### config.mk
export PLATFORM = sky130hd
export DESIGN_NAME = alu_mul_sequencer
export DESIGN_NICKNAME = d
export VERILOG_FILES = /design/src/rtl/alu_mul_sequencer.sv
export SDC_FILE = /design/constraint.sdc
export NUM_CORES = 1
export LEC_CHECK = 0
export ABC_AREA = 1
export CAP_MARGIN = 40
export CORE_ASPECT_RATIO = 1.25
export CORE_UTILIZATION = 41
export CTS_CLUSTER_SIZE = 24
export DETAILED_ROUTE_END_ITERATION = 16
export PLACE_DENSITY_LB_ADDON = 0.08
export SYNTH_ARGS = -nofsm -noshare
export SYNTH_HDL_FRONTEND = slang
export SYNTH_SLANG_ARGS = --single-unit
export TNS_END_PERCENT = 20
### constraint.sdc
create_clock -name clk -period 1.3 [get_ports clk]
set_input_delay 0.13 -clock clk [delete_from_list [all_inputs] [get_ports clk]]
set_output_delay 0.13 -clock clk [all_outputs]
set_load 0.01 [all_outputs]
### src/rtl/alu_mul_sequencer.sv
`default_nettype none
// ============================================================================
// Module   : alu_mul_sequencer
// Brief    : Unsigned shift-add multiplier sequencing the shared ALU; optional
//            Ovf output enabled by macro MUL_OVF_EN.
// Revision : 1.0 - initial release
// ============================================================================
module alu_mul_sequencer #(
  parameter int         WIDTH     = 16,
  parameter logic [3:0] ADD_CODE  = 4'b0000,
  parameter logic [3:0] IDLE_CODE = 4'b0010
) (
  input  logic               clk,
  input  logic               reset,
  input  logic               Start,
  input  logic [WIDTH-1:0]   OpA,
  input  logic [WIDTH-1:0]   OpB,
  output logic               Busy,
  output logic               Done,
  output logic [2*WIDTH-1:0] Product,
  output logic [WIDTH-1:0]   AluA,
  output logic [WIDTH-1:0]   AluB,
  output logic [3:0]         AluControl,
  input  logic [WIDTH-1:0]   AluResult,
  input  logic               AluCarry
`ifdef MUL_OVF_EN
  ,
  output logic               Ovf
`endif
);

  localparam int               CW       = $clog2(WIDTH);
  localparam logic [CW-1:0]    LAST_CNT = CW'(WIDTH - 1);

  typedef enum logic [1:0] {
    S_IDLE = 2'd0,
    S_RUN  = 2'd1,
    S_DONE = 2'd2
  } state_t;

  state_t           state;
  state_t           state_nxt;
  logic             load;
  logic             finish;
  logic [WIDTH-1:0] acc;
  logic [WIDTH-1:0] mplr;
  logic [WIDTH-1:0] mcand;
  logic [CW-1:0]    count;
  logic [WIDTH-1:0] acc_nxt;
  logic [WIDTH-1:0] mplr_nxt;

  // {carry, sum, multiplier} shifted right by one each iteration
  assign acc_nxt  = {AluCarry, AluResult[WIDTH-1:1]};
  assign mplr_nxt = {AluResult[0], mplr[WIDTH-1:1]};
  assign finish   = (state == S_RUN) && (count == LAST_CNT);

  always_ff @(posedge clk) begin
    if (reset) begin
      state <= S_IDLE;
    end else begin
      state <= state_nxt;
    end
  end

  always_comb begin
    state_nxt  = state;
    load       = 1'b0;
    Busy       = 1'b0;
    Done       = 1'b0;
    AluA       = '0;
    AluB       = '0;
    AluControl = IDLE_CODE;
    case (state)
      S_IDLE: begin
        if (Start) begin
          load      = 1'b1;
          state_nxt = S_RUN;
        end
      end
      S_RUN: begin
        Busy       = 1'b1;
        AluA       = acc;
        AluB       = mplr[0] ? mcand : '0;
        AluControl = ADD_CODE;
        if (count == LAST_CNT) begin
          state_nxt = S_DONE;
        end
      end
      S_DONE: begin
        Done = 1'b1;
        if (Start) begin
          load      = 1'b1;
          state_nxt = S_RUN;
        end else begin
          state_nxt = S_IDLE;
        end
      end
      default: state_nxt = S_IDLE;
    endcase
  end

  always_ff @(posedge clk) begin
    if (reset) begin
      acc     <= '0;
      mplr    <= '0;
      mcand   <= '0;
      count   <= '0;
      Product <= '0;
`ifdef MUL_OVF_EN
      Ovf     <= 1'b0;
`endif
    end else if (load) begin
      mcand <= OpA;
      mplr  <= OpB;
      acc   <= '0;
      count <= '0;
    end else if (state == S_RUN) begin
      acc   <= acc_nxt;
      mplr  <= mplr_nxt;
      count <= count + 1'b1;
      if (finish) begin
        Product <= {acc_nxt, mplr_nxt};
`ifdef MUL_OVF_EN
        Ovf     <= |acc_nxt;
`endif
      end
    end
  end

endmodule
`default_nettype wire

==> results.cfg <==
[outcome]
outcome = complete, but fails checks
violations = setup timing

[final_layout]
regArea_um2 = 1725
final_common_cell = nand2_1
area_growth_pct = 47.55
stdcell_count = 834
nets = 763
multi_input_area_um2 = 1642
n_fill_cell = 882
n_antenna_cell = 0
layout_common_cells = nand2_1, nor2_1, inv_1
final_layout_size_suffix_gt1_frac = 0.1793

[clock_network]
cts_root_buf = clkbuf_8
cts.sink_count = 86
cts_hold_buffers = 0
h-tree-depth = 3
cts_buffer_depth = 2
clk-insertion-delay-late_ns = 0.35
cts_buffers = 9
cts_tree = built
cts.clk_slew.worst_paths_ns = 0.08

[synthesis]
ys_seq_area_frac = 0.4621
ys_types = 19
yosysWarnings = 0
synthMuxAreaShare = 0
synth_top_area_frac = 0.4621
synthArstFlopShare = 0
synth_ff_type = dfxtp_1
yosys.area_share.simple = 0.3314
synth.avg_cell_area_um2 = 6.446
ys_seq_elements = 86
synth-edff-count = 0
synth_cells = 578
synth-xor-area-share = 0
syn_area_um2 = 3726
synth_area_leaders = dfxtp_1, nand2_1, nor2_1
yosys.area_share.adder = 0.003358
synth-compound-area-share = 0.06716
synth_top_family_by_area = simple AND/OR/NAND/NOR gates
synth_top_cell_by_area = dfxtp_1

[detailed_routing]
drc = 0
drt-wirelength-per-cell_um = 11.13
routed_wl_um = 9283
via_per_inst = 4.442
first_pass_iters = 6
antenna_left = 0
dr.first_iter.drc_count = 122
num_vias = 3705

[worst_setup_path]
cp_max_fo = 8
criticalPathCategory = reg2reg
timing.reg2reg.setup_slack_ns = -0.11
reg2reg_from = state[1]
crit_path_end_kind = flip-flop
startpoint_type = flip-flop
crit_arrival_ns = 1.66
worstPathRequired_ns = 1.55
r2r_end = Product[6]
r2r.worst_path.cells = 10

[min_path]
hp-class = in2reg
min-delay-start = AluResult[10]
hold_end = acc[9]
hold_path_depth = 3

[floorplanning]
io_pins = 122
die_h_um = 108.6
fp.dieArea_um2 = 9476
die_w_um = 87.27
core_area_um2 = 8748
rows = 38
start_util = 0.4259

[timing]
finalCritPeriodShare = 1.083
min_period_ns = 1.408
setup_viol = 66
finalWorstSetupSlack_ns = -0.1076
hold_slack_ns = 0.3474
finClkSkew_ns = 0.007823
rsz0062_at_grt = yes
max_freq_ghz = 0.7104
hold_viol_final = 0
maxSlewViolCount = 0

[place]
hpwlAfterDp_um = 6361
place_inst = 813
dp_worst_setup_slack_ns = -0.1142
numPortBuffers = 118
place_congestion = 0.7373

[global_route]
grt_pass1_vias = 3473
grt_pass1_wl_um = 15210
antenna_found_initial = 0
grt_max_degree = 30
overflow = 0
grt_usage = 0.2060

[job]
cap_violations = 0

[power]
ir_drop_mv = 0.6045
powerDensity_nw_per_um2 = 1032
p_leak_nw = 2.688
## sequential cells by signal, summed over array words and instances (netlist names)
signal,flops
mplr,16
acc,16
mcand,16
state,2
count,4
Product,32
## logic make-up (layout without fill, tap and decap cells)
| family | count (synthesis) | after routing |
|---|---|---|
| AOI/OAI and AO/OA | 50 | 50 |
| adders and majority gates | 1 | 1 |
| buffers and inverters | 122 | 256 |
| DFF | 86 | 86 |
| other | 1 | 3 |
| and+or+nand+nor | 318 | 318 |
## per-stage QoR
| step | TNS, ns | power, W | area [um^2] | util |
|---|---|---|---|---|
| finish | -3.552 | 0.005672 | 5498 | 0.6284 |
| floorplan | 0 | 0.003315 | 3734 | - |
| global placement | -4.553 | 0.003690 | 5215 | 0.5961 |
| global route | -9.473 | 0.005962 | 5498 | 0.6284 |
| detailed placement | -6.649 | 0.003707 | 5215 | 0.5961 |
| CTS | -5.612 | 0.005693 | 5330 | 0.6093 |
## power breakdown
group / switching, W / internal, W / leakage, nW
combinational: 0.000465 / 0.000421 / 1.89
sequential: 0.0000601 / 0.00275 / 0.703
clock: 0.000904 / 0.00107 / 0.0994
total: 0.00143 / 0.00424 / 2.69
## per-layer routing
layer / GRT usage / vias to the layer above / share of wire
met5: 0 / - / 0
met1: 0.2270 / 1651 / 0.43
met4: 0.09368 / 0 / 0.020
li1: - / 1958 / -
met3: 0.04580 / 13 / 0.052
met2: 0.3722 / 83 / 0.50
## worst max-delay path, cell delays in order, from the launching register on
cell and delay (ns):
dfxtp_2 0.34, inv_4 0.07, nand2_8 0.08, buf_6 0.14
buf_12 0.12, nor2_4 0.11, buf_12 0.14, clkbuf_16 0.15
nand2_1 0.06, nand2_1 0.05, nor2_1 0.03
## Yosys cell counts, types with 3 or more instances
| cell | number |
|---|---|
| a21oi_1 | 18 |
| buf_2 | 18 |
| clkbuf_1 | 6 |
| o21ai_1 | 10 |
| inv_2 | 4 |
| nand2_1 | 158 |
| inv_1 | 86 |
| dfxtp_1 | 86 |
| nand3_1 | 19 |
| nor2_1 | 136 |
| o21ai_0 | 22 |
| buf_4 | 4 |
| buf_1 | 3 |
## worst max-delay path by stage
stage	startpoint	end	cells after the start
4_1_cts	state[1]	AluA[13]	5
6_report	state[1]	Product[6]	10
2_1_floorplan	count[0]	Product[0]	7
5_1_grt	state[1]	Product[7]	10
3_5_place_dp	state[1]	AluB[3]	5
3_3_place_gp	state[1]	AluA[1]	5
## layout make-up
class | instances | share of cell area
repair buffers | 151 | 0.2608
multi-input cells | 372 | 0.2986
inverters | 90 | 0.06236
well taps | 120 | 0.02731
clock inverters | 4 | 0.01320
flip-flops and latches | 86 | 0.3138
clock buffers | 11 | 0.02390
## repair_timing
action                                  in CTS  in global routing
endpoints found under the setup margin     107                 89
setup buffers                                2                  1
pin swaps                                    2                  2
cloned                                       2                  1
gates resized for setup                    186                 45
(Power assumes the default switching activity.)
